===== src/rtl/dma_pkg.sv =====
// Shared types and default window constants for the byte-copy DMA.
// Latency: n/a (declarations only).
// Backpressure: n/a (declarations only).
package dma_pkg;

    // Default ROM (source) and RAM (destination) windows
    localparam logic [31:0] DEF_SRC_LO = 32'h4000;
    localparam logic [31:0] DEF_DST_LO = 32'h4600;
    localparam int unsigned DEF_WIN_SZ = 256;

    typedef enum logic [2:0] {
        IDLE,
        CHECK,
        REQ,
        READ,
        WRITE,
        FIN
    } state_t;

endpackage


===== src/rtl/dma_bounds.sv =====
// Window check: flags a copy whose source or destination range leaves its window.
// Latency: purely combinational.
// Backpressure: none; the result is valid whenever the inputs are stable.
module dma_bounds #(
    parameter int unsigned           ADDR_W = 32,
    parameter logic [ADDR_W-1:0]     SRC_LO = ADDR_W'(dma_pkg::DEF_SRC_LO),
    parameter logic [ADDR_W-1:0]     DST_LO = ADDR_W'(dma_pkg::DEF_DST_LO),
    parameter int unsigned           WIN_SZ = dma_pkg::DEF_WIN_SZ
) (
    input  logic [ADDR_W-1:0] src_base,
    input  logic [ADDR_W-1:0] dst_base,
    input  logic [8:0]        length,
    output logic              bad
);

    // One extra bit on every sum so base+length near the top of the map cannot wrap
    logic [ADDR_W:0] len_x;
    logic [ADDR_W:0] src_end;
    logic [ADDR_W:0] dst_end;
    logic [ADDR_W:0] src_lim;
    logic [ADDR_W:0] dst_lim;

    // Compare both ranges against their window limits
    always_comb begin
        len_x   = {{(ADDR_W-8){1'b0}}, length};
        src_end = {1'b0, src_base} + len_x;
        dst_end = {1'b0, dst_base} + len_x;
        src_lim = {1'b0, SRC_LO} + (ADDR_W+1)'(WIN_SZ);
        dst_lim = {1'b0, DST_LO} + (ADDR_W+1)'(WIN_SZ);
        bad     = (src_base < SRC_LO) || (src_end > src_lim) ||
                  (dst_base < DST_LO) || (dst_end > dst_lim);
    end

endmodule


===== src/rtl/dma_copy.sv =====
// Byte-wise copy engine: reads a ROM window and writes a RAM window over a shared bus.
// Latency: N bytes take 2N+3 cycles from start to done with uninterrupted grant.
// Backpressure: a cycle without bus_gnt is discarded and the engine re-arbitrates, repeating the byte.
module dma_copy
    import dma_pkg::*;
#(
    parameter int unsigned           ADDR_W = 32,
    parameter logic [ADDR_W-1:0]     SRC_LO = ADDR_W'(DEF_SRC_LO),
    parameter logic [ADDR_W-1:0]     DST_LO = ADDR_W'(DEF_DST_LO),
    parameter int unsigned           WIN_SZ = DEF_WIN_SZ
) (
    input  logic              clk,
    input  logic              reset,
    input  logic              start,
    input  logic [ADDR_W-1:0] src_base,
    input  logic [ADDR_W-1:0] dst_base,
    input  logic [8:0]        length,
    output logic              bus_req,
    input  logic              bus_gnt,
    output logic [ADDR_W-1:0] DataAdr,
    output logic [ADDR_W-1:0] WriteData,
    output logic              MemWrite,
    input  logic [ADDR_W-1:0] ReadData,
    output logic              busy,
    output logic              done,
    output logic              err
);

    state_t            state_q, state_d;
    logic [ADDR_W-1:0] src_ptr_q, src_ptr_d;
    logic [ADDR_W-1:0] dst_ptr_q, dst_ptr_d;
    logic [8:0]        rem_q, rem_d;
    logic [7:0]        byte_q, byte_d;
    logic              err_q, err_d;
    logic              range_bad;
    logic              rd_go;
    logic              wr_go;
    logic              unused_rd_hi;

    // Only the low byte of the bus is meaningful for a byte copy
    assign unused_rd_hi = ^ReadData[ADDR_W-1:8];

    // Checks the latched request, so the window test sees stable values in CHECK
    dma_bounds #(
        .ADDR_W (ADDR_W),
        .SRC_LO (SRC_LO),
        .DST_LO (DST_LO),
        .WIN_SZ (WIN_SZ)
    ) u_bounds (
        .src_base (src_ptr_q),
        .dst_base (dst_ptr_q),
        .length   (rem_q),
        .bad      (range_bad)
    );

    // State and datapath registers; reset abandons any partial copy
    always_ff @(posedge clk or negedge reset) begin
        if (!reset) begin
            state_q   <= IDLE;
            src_ptr_q <= '0;
            dst_ptr_q <= '0;
            rem_q     <= '0;
            byte_q    <= '0;
            err_q     <= 1'b0;
        end else begin
            state_q   <= state_d;
            src_ptr_q <= src_ptr_d;
            dst_ptr_q <= dst_ptr_d;
            rem_q     <= rem_d;
            byte_q    <= byte_d;
            err_q     <= err_d;
        end
    end

    // A bus cycle only counts when the arbiter grants it in the same cycle
    assign rd_go = (state_q == READ)  && bus_gnt;
    assign wr_go = (state_q == WRITE) && bus_gnt;

    // Next-state and datapath updates; an ungranted READ/WRITE falls back to REQ unchanged
    always_comb begin
        state_d   = state_q;
        src_ptr_d = src_ptr_q;
        dst_ptr_d = dst_ptr_q;
        rem_d     = rem_q;
        byte_d    = byte_q;
        err_d     = err_q;
        case (state_q)
            IDLE: begin
                if (start) begin
                    state_d   = CHECK;
                    src_ptr_d = src_base;
                    dst_ptr_d = dst_base;
                    rem_d     = length;
                    err_d     = 1'b0;
                end
            end
            CHECK: begin
                if (range_bad) begin
                    state_d = FIN;
                    err_d   = 1'b1;
                end else if (rem_q == 9'd0) begin
                    state_d = FIN;
                end else begin
                    state_d = REQ;
                end
            end
            REQ: begin
                if (bus_gnt) begin
                    state_d = READ;
                end
            end
            READ: begin
                if (rd_go) begin
                    byte_d  = ReadData[7:0];
                    state_d = WRITE;
                end else begin
                    state_d = REQ;
                end
            end
            WRITE: begin
                if (wr_go) begin
                    src_ptr_d = src_ptr_q + ADDR_W'(1);
                    dst_ptr_d = dst_ptr_q + ADDR_W'(1);
                    rem_d     = rem_q - 9'd1;
                    state_d   = (rem_q == 9'd1) ? FIN : READ;
                end else begin
                    state_d = REQ;
                end
            end
            FIN: begin
                state_d = IDLE;
            end
            default: begin
                state_d = IDLE;
            end
        endcase
    end

    // Bus outputs stay at zero unless a granted read or write is in progress
    always_comb begin
        bus_req   = (state_q == REQ) || (state_q == READ) || (state_q == WRITE);
        DataAdr   = '0;
        WriteData = '0;
        MemWrite  = 1'b0;
        if (rd_go) begin
            DataAdr = src_ptr_q;
        end else if (wr_go) begin
            DataAdr   = dst_ptr_q;
            WriteData = {{(ADDR_W-8){1'b0}}, byte_q};
            MemWrite  = 1'b1;
        end
        busy = (state_q != IDLE) && (state_q != FIN);
        done = (state_q == FIN);
        err  = err_q;
    end

endmodule


===== config.mk =====
export PLATFORM = sky130hd
export DESIGN_NAME = dma_copy
export DESIGN_NICKNAME = d
export VERILOG_FILES = /design/src/rtl/dma_pkg.sv /design/src/rtl/dma_bounds.sv /design/src/rtl/dma_copy.sv
export SDC_FILE = /design/constraint.sdc
export NUM_CORES = 1
export LEC_CHECK = 0
export ABC_CLOCK_PERIOD_IN_PS = 4500
export CAP_MARGIN = 10
export CORE_ASPECT_RATIO = 1.5
export CORE_MARGIN = 2
export CORE_UTILIZATION = 48
export CTS_BUF_LIST = sky130_fd_sc_hd__clkbuf_8 sky130_fd_sc_hd__clkbuf_16
export DETAILED_ROUTE_END_ITERATION = 10
export PLACE_DENSITY = 0.77
export SLEW_MARGIN = 20
export SYNTH_ARGS = -nofsm -noshare
export SYNTH_HDL_FRONTEND = slang
export SYNTH_HIERARCHICAL = 1
export SYNTH_SLANG_ARGS = --single-unit

===== constraint.sdc =====
create_clock -name clk -period 4.5 [get_ports clk]
set_input_delay 1.125 -clock clk [delete_from_list [all_inputs] [get_ports clk]]
set_output_delay 1.125 -clock clk [all_outputs]
set_load 0.05 [all_outputs]

==> Yosys cells after proc, flatten, opt, wreduce, memory -nomap -nowiden <==
Index checks and enable logic that the tools add are counted.
{ "word_totals": {"regBits": 85, "in_bits": 109, "out_inout_bits": 69, "elab_cells": 69} }
{ "classes": {"n_addsub": 5, "n_lt_le_gt_ge": 4, "eq_ne": 11, "mux": 26, "n_reduce_logical": 17} }
{ "ops": {"columns": ["operator", "n"], "rows": [
  ["32-bit 2-to-1 mux", 7],
  ["32-bit case mux with 2 select lines", 2],
  ["32-bit by 9-bit adder with 33-bit output", 2],
  ["33-bit by 15-bit > comparator with 1-bit output (second input constant)", 2],
  ["32-bit by 1-bit adder with 32-bit output (second input constant)", 2],
  ["32-bit by 15-bit less-than comparator with 1-bit output (second input constant)", 2],
  ["3-bit 2-to-1 mux", 7],
  ["9-bit 2-to-1 mux", 2],
  ["9-bit case mux with 2 select lines", 1],
  ["3-bit case mux with 5 select lines", 1],
  ["9-bit by 1-bit == test with 1-bit output (second input constant)", 1],
  ["9-bit logical NOT", 1],
  ["9-bit by 1-bit subtractor with 9-bit output (second input constant)", 1],
  ["8-bit 2-to-1 mux", 1],
  ["2-bit inequality test (second input constant)", 4],
  ["3-bit by 2-bit == test with 1-bit output (second input constant)", 2],
  ["3-bit == test (second input constant)", 2],
  ["3-bit AND reduction", 2],
  ["1-bit logical OR", 5],
  ["1-bit 2-to-1 mux", 4],
  ["2-bit AND reduction", 2],
  ["2-bit nonzero test", 2],
  ["3-bit by 1-bit == test with 1-bit output (second input constant)", 1],
  ["1-bit logical AND", 3],
  ["other kinds (4)", 4]
]} }

==> Logic depth before layout (Yosys ltp) <==
Gate-level depths: netlist of run 1.
{ "logic_depth": {"word_depth": 7, "depth_mapped": 16, "ltp_nobuf": 15} }

==> Cells and area by module <==
Netlist of run 1, hierarchy kept.
{ "modules_own_cells": {"columns": ["module", "n_inst", "cells_per_inst", "area_each_um2", "seq_area_each_um2"], "rows": [
  ["dma_copy", 1, 700, 5766.8, 2127.0],
  ["dma_bounds", 1, 333, 2183.3, 0.0]
]} }

==> Worst setup path after synthesis of run 1 <==
Ideal clock, no wire load.
{ "synth_timing": {"path_type": "input to output", "start": "input port bus_gnt", "end": "output port DataAdr[10]", "arrival_ns": 2.966, "required_time_ns": 3.375, "setup_slack_ns": 0.409, "cell_stages": 5, "n_path_buf": 1, "cell_sequence": "mux2i_1 -> nor3_2 -> nand2_1 -> clkbuf_1 -> o21ai_0"} }
{ "synth_between": {"elab_chain_len": 3, "word_cells_on_any_way": 4, "classes_between": "mux (2); reduce/logical (2)"} }
{ "synth_rtl": {"columns": ["item", "line", "text"], "rows": [
  ["start: declaration", "dma_copy.sv:19", "input logic bus_gnt,"],
  ["1-bit logical AND", "dma_copy.sv:77", "assign wr_go = (state_q == WRITE) && bus_gnt;"],
  ["32-bit 2-to-1 mux", "dma_copy.sv:147", "end else if (wr_go) begin"],
  ["32-bit 2-to-1 mux (*)", "dma_copy.sv:145", "if (rd_go) begin"],
  ["end: declaration", "dma_copy.sv:20", "output logic [ADDR_W-1:0] DataAdr,"]
]} }
Every way passes the cells marked *; elsewhere a longest branch is shown, timed or not.

==> Worst setup path in the final report of run 1 <==
{ "layout_timing": {"start": "register rem_q[6]", "end": "register state_q[2]"} }
{ "layout_between": {"elab_chain_len": 7, "word_cells_on_any_way": 14, "classes_between": "add/sub (2); order compare (2); eq/ne (1); mux (5); reduce/logical (4)"} }
{ "layout_rtl": {"columns": ["item", "line", "text"], "rows": [
  ["start: declaration", "dma_copy.sv:32", "logic [8:0] rem_q, rem_d;"],
  ["start signal: assignment", "dma_copy.sv:69", "rem_q <= rem_d;"],
  ["32-bit by 9-bit adder with 33-bit output", "dma_bounds.sv:26", "src_end = {1'b0, src_base} + len_x;"],
  ["33-bit by 15-bit > comparator with 1-bit output", "dma_bounds.sv:30", "bad = (src_base < SRC_LO) || (src_end > src_lim) ||"],
  ["1-bit logical OR (2 in a row)", "dma_bounds.sv:30", null],
  ["1-bit logical OR (*)", "dma_bounds.sv:31", "(dst_base < DST_LO) || (dst_end > dst_lim);"],
  ["net range_bad", "dma_copy.sv:35", "logic range_bad;"],
  ["3-bit 2-to-1 mux (*)", "dma_copy.sv:98", "if (range_bad) begin"],
  ["3-bit case mux with 5 select lines (*)", "dma_copy.sv:87", "case (state_q)"],
  ["end signal: assignment", "dma_copy.sv:66", "state_q <= state_d;"],
  ["end: declaration", "dma_copy.sv:29", "state_t state_q, state_d;"]
]} }
Mark *: on every way through the listed nets, which the timed path passes. The rest lies on a longest branch.
A chain may end at the register's enable or synchronous reset.

==> results of run 1 <==
-- power by group --
| part | total, mW | leakage (nW) | switching (mW) | internal, mW |
|---|---|---|---|---|
| Clock | 0.761 | 0.140 | 0.333 | 0.428 |
| Sequential | 2.08 | 0.978 | 0.949 | 1.14 |
| Combinational | 4.15 | 2.75 | 2.43 | 1.72 |
| Total | 6.99 | 3.87 | 3.71 | 3.28 |
-- synth_stat cells (4+ instances only) --
master and count:
nand2b_1 5, a22o_1 26, mux2i_1 13, o211ai_1 6, buf_1 4, o22ai_1 21
mux2_2 11, xor2_1 12, xnor2_1 10, o21ai_0 71, o311ai_0 4, nand4_1 35
a32oi_1 7, or3_1 12, nand3_1 62, buf_4 25, and2_1 13, o22a_1 5
ha_1 23, nor2b_1 8, o31a_1 4, inv_1 33, nand4b_1 4, a22oi_1 10
nor3b_1 4, nor3_1 30, nor4_1 16, or2_2 5, a31oi_1 15, buf_2 13
nor2_1 67, a211oi_1 12, a21o_1 7, or4_1 9, clkbuf_1 40, a21oi_1 94
a2bb2oi_1 15, and3_1 24, and4_1 6, o2111ai_1 4, nand2_1 97, dfrtp_1 85
o31ai_1 6
-- metrics by stage --
step | power [mW] | cell area [µm²] | setup slack, ps | cells | utilization
after floorplan | 4.77 | 8040 | 409 | 1056 | -
after global placement | 6.02 | 9770 | 470 | 1329 | 0.604
after detailed placement | 6.11 | 9770 | 446 | 1329 | 0.604
after CTS | 6.90 | 10100 | 432 | 1345 | 0.622
after global routing | 7.53 | 10100 | 100 | 1345 | 0.622
final | 6.99 | 10100 | 409 | 1345 | 0.622
-- state kept, by name, summed over array words and instances, names as in the netlist --
name and cells:
dst_ptr_q 32, src_ptr_q 32, rem_q 9, byte_q 8, state_q 3, err 1
-- cell type report --
| cell class | instances | share of cell area |
|---|---|---|
| inverter | 33 | 0.0123 |
| clock inverter | 7 | 0.00684 |
| timing repair buffer | 151 | 0.188 |
| multi-input combinational | 854 | 0.534 |
| sequential | 85 | 0.211 |
| clock buffer | 9 | 0.0224 |
| tap | 206 | 0.0256 |
-- final timing paths --
check	from	end	slack, ps	depth (start not counted)
setup / recovery	rem_q[6]$_DFFE_PN0P_	state_q[2]$_DFFE_PN0P_	410	14
hold / removal	byte_q[0]$_DFFE_PN0P_	byte_q[0]$_DFFE_PN0P_	500	1
setup reg to reg	rem_q[6]$_DFFE_PN0P_	state_q[2]$_DFFE_PN0P_	410	14
hold reg to reg	byte_q[0]$_DFFE_PN0P_	byte_q[0]$_DFFE_PN0P_	500	1
max in group asynchronous	reset	dst_ptr_q[15]$_DFFE_PN0P_	2750	2
min in group asynchronous	reset	rem_q[6]$_DFFE_PN0P_	880	1
-- per-layer routing --
metal | global-route usage | wire length (µm)
met4 | 0.129 | 1010
met1 | 0.392 | 10300
met5 | 0 | 0
met2 | 0.513 | 13200
met3 | 0.0420 | 2040
-- cells by family (layout without fill, tap and decap cells) --
family / count (synthesis) / count (layout) / synth area share
DFF: 85 / 85 / 0.268
AOI/OAI and AO/OA: 341 / 341 / 0.283
muxes: 24 / 24 / 0.0319
buffers and inverters: 117 / 200 / 0.0694
xor gates and xnor gates: 22 / 22 / 0.0242
adders and majority gates: 25 / 25 / 0.0412
other: 1 / 24 / 0.000472
and+or+nand+nor: 418 / 418 / 0.282
-- critical path, stage by stage (launching register included) --
cell and delay [ps]:
dfrtp_1 460, ha_1 530, o21a_1 220, nor3_1 60, or3_1 430, nor4b_1 500
nand4_1 190, xor2_1 170, o2111ai_1 130, a211oi_1 310, o2111ai_1 340, a41oi_1 380
o21ai_0 120, nand2_1 80, nand2_1 50
==> results.py, run 1 <==
metrics = {
    "status": {
        "outcome": "finished clean",
    },
    "worst_setup_path": {
        "critical_path.max_fanout": 10,
        "setup.worst_path.class": "reg2reg",
        "worstSetupEndpointType": "flop",
        "cp-start-kind": "flop",
        "critPathArrivalTime_ps": 4320,
        "required_ps": 4730,
    },
    "floorplan": {
        "die_width_um": 109,
        "core_region_area_um2": 16200,
        "dieArea_um2": 17600,
        "boundaryPins": 178,
        "floorplan.initialDensity": 0.491,
        "floorplan.rows": 57,
        "dieHeight_um": 162,
    },
    "clock_tree": {
        "clk_root_buffer_cell": "clkbuf_16",
        "clock_buffers_created_by_tritoncts": 9,
        "cts.reportedPaths.clkPinSlew_ps": 70,
        "clock_sinks": 85,
        "cts_hold_repair.buffers": 0,
        "cts_htree_levels": 3,
        "postCtsSetupBuffers": 0,
        "clk_latency_ps": 350,
        "number_of_instances_resized_during_post_cts_repair": 0,
        "cts_buffer_depth": 2,
        "tritoncts": "yes",
    },
    "route": {
        "wl_per_cell_um": 19.8,
        "drt_first_iter_violations": 738,
        "dr_total_vias": 8848,
        "dr.pass1.iters": 5,
        "wl_mm": 26.6,
        "vias_per_cell": 6.58,
        "route.antenna.remaining_nets": 0,
        "drc_errors": 0,
    },
    "layout": {
        "most_common_cell_after_layout_fill_and_taps_aside": "nand2_1",
        "area.growth.synth_to_final_pct": 26.6,
        "mostFrequentLayoutCells": "nand2_1, a21oi_1, clkdlybuf4s50_1, dfrtp_1, o21ai_0",
        "num_antenna_cells": 0,
        "layout.nets": 1268,
        "post_route_cells_drive_above_1_share": 0.102,
        "multi_input_comb_area_um2": 5370,
        "number_of_filler_instances_in_the_final_layout": 1428,
        "register_area_um2": 2130,
    },
    "logic_synthesis": {
        "syn_area_um2": 7950,
        "netlist.top_cell.by_area": "dfrtp_1",
        "post-synth-top-area-fraction": 0.268,
        "synth_sequential_area_ratio": 0.268,
        "synth_top_flop_cell": "dfrtp_1",
        "fraction_of_registers_with_async_set_reset": 1.00,
        "synth_area_leaders": "dfrtp_1, a21oi_1, nand2_1, o21ai_0, nand3_1",
        "yosys_register_bits": 85,
        "post_synth_num_cell_types": 81,
        "syn-mean-instance-area_um2": 7.70,
        "yosysWarningCount": 6,
        "number_of_enable_type_register_cells_in_the_synthesized_netlist": 0,
        "synthesis.instances": 1033,
    },
    "timing": {
        "fin_setup_tns_ps": 0,
        "max_slew_violation_count": 0,
        "finalCritPeriodShare": 0.909,
        "grt_setup_unrepaired": "false",
        "max-slew-margin-rel": 0.303,
        "whs_ps": 497,
        "period_minus_slack_ps": 4090,
        "worst-slew-pin-transition_ps": 1050,
        "max_clock_freq_mhz": 244,
        "setup_violations": 0,
        "report.final.hold_viol_count": 0,
        "worst_setup_skew_after_layout_ps": 10.4,
    },
    "job": {
        "drv_cap": 0,
    },
    "placement": {
        "gp_congestion": 0.959,
        "placement.io_buffers": 129,
        "dp_hpwl_mm": 18.7,
    },
    "global_route": {
        "grt_start_max_net_pins": 110,
        "grt_pass1_vias": 8564,
        "grt_remaining_overflow": 0,
        "antenna_found_initial": 0,
        "global_route_usage_over_all_layers": 0.307,
        "grt_pass1_wl_mm": 43.4,
    },
    "power": {
        "ir_drop_mv": 0.316,
        "total_leakage_power_nw": 3.87,
        "cellPowerDensity_nw_per_um2": 695,
    },
    "min_path": {
        "worstHoldPathType": "reg2reg",
    },
}
Power figures use the tool's default switching activity.
==> inputs of run 2 (changes only) <==
Settings changed: MAX_ROUTING_LAYER set to met4.
==> results.py, run 2 (synthesis gave the netlist of run 1 again) <==
metrics = {
    "timing": {
        "setup_violations": 0,
        "worst_slack_ps": 379,
        "worst_setup_skew_after_layout_ps": 7.76,
        "max_slew_violation_count": 0,
        "finalCritPeriodShare": 0.916,
        "report.final.hold_viol_count": 0,
        "max-slew-margin-rel": 0.329,
        "max_clock_freq_mhz": 243,
        "whs_ps": 498,
        "fin_setup_tns_ps": 0,
        "period_minus_slack_ps": 4120,
        "grt_setup_unrepaired": "false",
        "worst-slew-pin-transition_ps": 1010,
    },
    "floorplan": {
        "die_width_um": 109,
        "dieHeight_um": 162,
        "floorplan.initialDensity": 0.491,
        "floorplan.rows": 57,
        "core_region_area_um2": 16200,
        "boundaryPins": 178,
        "dieArea_um2": 17600,
    },
    "layout": {
        "final_cell_area_um2": 10100,
        "number_of_filler_instances_in_the_final_layout": 1424,
        "finish.cell_count_without_fillers": 1344,
        "mostFrequentLayoutCells": "nand2_1, a21oi_1, clkdlybuf4s50_1, dfrtp_1, o21ai_0",
        "final_util": 0.622,
        "register_area_um2": 2130,
        "post_route_cells_drive_above_1_share": 0.103,
        "num_antenna_cells": 0,
        "area.growth.synth_to_final_pct": 26.8,
        "top_regs": "dst_ptr_q: 32 flops, src_ptr_q: 32 flops, rem_q: 9 flops",
        "layout.nets": 1267,
        "most_common_cell_after_layout_fill_and_taps_aside": "nand2_1",
        "multi_input_comb_area_um2": 5370,
    },
    "worst_setup_path": {
        "critPathArrivalTime_ps": 4380,
        "cp-start-kind": "flop",
        "setup.worst_path.class": "reg2reg",
        "critical_path.max_fanout": 7,
        "worstSetupEndpointType": "flop",
        "required_ps": 4760,
    },
    "route": {
        "dr.pass1.iters": 5,
        "drt_first_iter_violations": 742,
        "route.antenna.remaining_nets": 0,
        "vias_per_cell": 6.66,
        "wl_per_cell_um": 20.0,
        "drc_errors": 0,
        "wl_mm": 26.8,
        "dr_total_vias": 8947,
    },
    "power": {
        "total_leakage_power_nw": 3.88,
        "ir_drop_mv": 0.362,
        "fin_total_pwr_mw": 7.07,
        "cellPowerDensity_nw_per_um2": 702,
    },
    "global_route": {
        "global_route_usage_over_all_layers": 0.320,
        "grt_pass1_vias": 8693,
        "grt_start_max_net_pins": 80,
        "grt_pass1_wl_mm": 43.4,
        "grt_remaining_overflow": 0,
        "antenna_found_initial": 0,
    },
    "status": {
        "outcome": "finished clean",
    },
    "clock_tree": {
        "cts_hold_repair.buffers": 0,
        "tritoncts": "yes",
        "number_of_instances_resized_during_post_cts_repair": 0,
        "clk_latency_ps": 360,
        "clock_buffers_created_by_tritoncts": 9,
        "cts.reportedPaths.clkPinSlew_ps": 70,
        "clk_root_buffer_cell": "clkbuf_16",
        "cts_buffer_depth": 2,
        "cts_htree_levels": 3,
        "postCtsSetupBuffers": 0,
        "clock_sinks": 85,
    },
    "placement": {
        "place.detailed.instances": 1328,
        "gp_congestion": 0.999,
        "placement.io_buffers": 129,
        "place_worst_setup_slack_ps": 462,
        "placed_area_um2": 9760,
        "dp_hpwl_mm": 19.0,
    },
    "min_path": {
        "worstHoldPathType": "reg2reg",
    },
    "job": {
        "drv_cap": 0,
    },
}
[run 2: cell types whose count changed in the layout (fill, tap and decap cells not counted)]
cell / before / now
buf_4: 21 / 20
inv_1: 35 / 33
clkinvlp_4: 3 / 0
clkinv_4: 1 / 0
inv_8: 0 / 2
inv_6: 0 / 4
[run 2: layer usage]
layer,share of wire,track usage,routed length [µm],vias to the layer above
met5,0,-,0,-
met4,0.044,0.161,1180,0
met3,0.068,0.0444,1820,106
met2,0.50,0.510,13300,439
met1,0.39,0.391,10500,4310
li1,-,-,-,4092
[run 2: layout make-up]
| type | instances | share of cell area |
|---|---|---|
| Clock buffer | 9 | 0.0223 |
| Clock inverter | 7 | 0.00869 |
| Multi-Input combinational cell | 854 | 0.533 |
| Timing Repair Buffer | 150 | 0.187 |
| Tap cell | 206 | 0.0256 |
| Sequential cell | 85 | 0.211 |
| Inverter | 33 | 0.0123 |
[run 2: final timing paths]
kind                                  startpoint  slack (ps)                        end  depth (start not counted)
min in group asynchronous                  reset         920      byte_q[0]$_DFFE_PN0P_                          1
max in group asynchronous                  reset        2760  dst_ptr_q[28]$_DFFE_PN0P_                          2
min reg2reg                byte_q[7]$_DFFE_PN0P_         500      byte_q[7]$_DFFE_PN0P_                          1
max                         rem_q[8]$_DFFE_PN0P_         380     state_q[2]$_DFFE_PN0P_                         13
max reg2reg                 rem_q[8]$_DFFE_PN0P_         380     state_q[2]$_DFFE_PN0P_                         13
min                        byte_q[7]$_DFFE_PN0P_         500      byte_q[7]$_DFFE_PN0P_                          1
[run 2: power by group]
group / switching (mW) / total [mW] / internal (mW)
clock: 0.379 / 0.826 / 0.447
sequential: 0.929 / 2.06 / 1.14
combinational: 2.46 / 4.18 / 1.72
[run 2: worst max-delay path, stage by stage, from the launching register on]
cell	delay, ps
dfrtp_1	480
ha_1	460
nand4_1	300
o31a_1	440
or4_4	570
nor2_1	140
mux2i_1	200
o2111ai_1	140
a211oi_1	320
o2111ai_1	320
a41oi_1	380
o21ai_0	120
nand2_1	80
nand2_1	50
==> inputs of run 3 (changes only) <==
Settings changed: CORE_UTILIZATION 48 to 50, PLACE_DENSITY 0.77 to 0.79.
==> results.py, run 3 (synthesis gave the netlist of run 1 again) <==
metrics = {
    "global_route": {
        "antenna_found_initial": 0,
        "grt_use_met3": 0.0422,
        "grt_util_met2": 0.544,
        "global_route_usage_over_all_layers": 0.327,
        "groute.layer.met1.usage": 0.396,
        "grt_start_max_net_pins": 80,
        "grt_pass1_vias": 8413,
        "top_usage_layer": "met2",
        "grt_pass1_wl_mm": 42.8,
        "grt_remaining_overflow": 0,
    },
    "clock_tree": {
        "clock_sinks": 85,
        "cts_buffer_depth": 2,
        "clk_root_buffer_cell": "clkbuf_16",
        "postCtsSetupBuffers": 0,
        "cts_htree_levels": 3,
        "number_of_instances_resized_during_post_cts_repair": 0,
        "cts.reportedPaths.clkPinSlew_ps": 70,
        "clk_latency_ps": 360,
        "tritoncts": "yes",
        "cts_hold_repair.buffers": 0,
        "clock_buffers_created_by_tritoncts": 9,
    },
    "timing": {
        "finalCritPeriodShare": 0.944,
        "max_slew_violation_count": 0,
        "max-slew-margin-rel": 0.417,
        "worst_setup_skew_after_layout_ps": 5.66,
        "worst-slew-pin-transition_ps": 875,
        "setup_violations": 0,
        "grt_setup_unrepaired": "false",
        "report.final.hold_viol_count": 0,
        "period_minus_slack_ps": 4250,
        "fin_setup_tns_ps": 0,
        "worst_slack_ps": 253,
        "max_clock_freq_mhz": 235,
    },
    "worst_setup_path": {
        "required_ps": 4750,
        "critical_path.max_fanout": 6,
        "worstPathBufferInverterCount": 0,
        "worstSetupEndpointType": "flop",
        "cp-start-kind": "flop",
        "worst_path_largest_cell_delay_ps": 550,
        "critPathArrivalTime_ps": 4500,
        "critical-path-top-delay-family": "simple AND/OR/NAND/NOR gates",
        "worstPathCellList": "ha_1 > fa_1 > a21oi_1 > nor2_1 > nor4_1 > nor2_2 > xor2_1 > nor3_1 > a31oi_1 > nor4_1 > o2111ai_1 > a41oi_1 > o21ai_0 > nand2_1 > nand2_1",
        "timing.critical_path.slowest_stage_cell": "nor4_1",
        "setup.worst_path.class": "reg2reg",
    },
    "power": {
        "total_leakage_power_nw": 3.89,
        "cellPowerDensity_nw_per_um2": 695,
        "fin_total_pwr_mw": 7.01,
        "ir_drop_mv": 0.550,
    },
    "layout": {
        "mostFrequentLayoutCells": "nand2_1, a21oi_1, clkdlybuf4s50_1, dfrtp_1, o21ai_0",
        "top_regs": "dst_ptr_q: 32 flops, src_ptr_q: 32 flops, rem_q: 9 flops",
        "post_route_cells_drive_above_1_share": 0.107,
        "finish.cell_count_without_fillers": 1348,
        "num_antenna_cells": 0,
        "area.growth.synth_to_final_pct": 26.7,
        "layout.nets": 1275,
        "most_common_cell_after_layout_fill_and_taps_aside": "nand2_1",
        "number_of_filler_instances_in_the_final_layout": 1377,
    },
    "floorplan": {
        "dieHeight_um": 158,
        "dieArea_um2": 16900,
        "floorplan.initialDensity": 0.509,
        "boundaryPins": 178,
        "core_region_area_um2": 15600,
        "floorplan.rows": 56,
        "die_width_um": 107,
    },
    "min_path": {
        "worstHoldPathType": "reg2reg",
    },
    "placement": {
        "dp_hpwl_mm": 19.3,
        "gp_congestion": 0.964,
        "place_worst_setup_slack_ps": 409,
        "placement.io_buffers": 129,
        "place.detailed.instances": 1333,
    },
    "route": {
        "vias_per_cell": 6.58,
        "wl_mm": 26.9,
        "wl_per_cell_um": 19.9,
        "dr.pass1.iters": 5,
        "route.antenna.remaining_nets": 0,
        "drt_first_iter_violations": 979,
        "drc_errors": 0,
        "dr_total_vias": 8871,
    },
    "status": {
        "outcome": "finished clean",
    },
    "job": {
        "drv_cap": 0,
    },
}
==> run 3: routing by layer <==
layer | part of all wire | vias to the layer above
li1 | - | 4121
met3 | 0.070 | 71
met1 | 0.40 | 4222
met4 | 0.035 | 0
met5 | 0 | -
met2 | 0.50 | 457
==> run 3: power by group <==
part           total (mW)  switching [mW]  internal (mW)
sequential           2.01           0.873           1.14
combinational        4.28            2.52           1.76
clock               0.716           0.334          0.382
==> run 3: final cells by class <==
type	instances	area (µm²)	area share
clock buffer	10	239	0.0237
clock inverter	5	28.8	0.00286
inverter	33	124	0.0123
multi-input combinational	854	5370	0.533
sequential	85	2130	0.211
tap	203	254	0.0252
timing repair buffer	158	1930	0.191
==> run 3: path summary, 6_finish.rpt <==
path	end	cells after the start	slack, ps	from
max reg2reg	state_q[2]$_DFFE_PN0P_	15	250	dst_ptr_q[0]$_DFFE_PN0P_
min reg2reg	byte_q[7]$_DFFE_PN0P_	1	500	byte_q[7]$_DFFE_PN0P_
min	byte_q[7]$_DFFE_PN0P_	1	500	byte_q[7]$_DFFE_PN0P_
min in group asynchronous	src_ptr_q[1]$_DFFE_PN0P_	1	880	reset
max	state_q[2]$_DFFE_PN0P_	15	250	dst_ptr_q[0]$_DFFE_PN0P_
max in group asynchronous	dst_ptr_q[20]$_DFFE_PN0P_	2	2770	reset
==> run 3: through the flow <==
step	util	hold slack [ps]	cell area [µm²]
6_report	0.645	505	10100
5_1_grt	0.645	530	10100
4_1_cts	0.645	506	10100
3_5_place_dp	0.628	492	9810
3_3_place_gp	0.628	481	9810
2_1_floorplan	-	472	8040
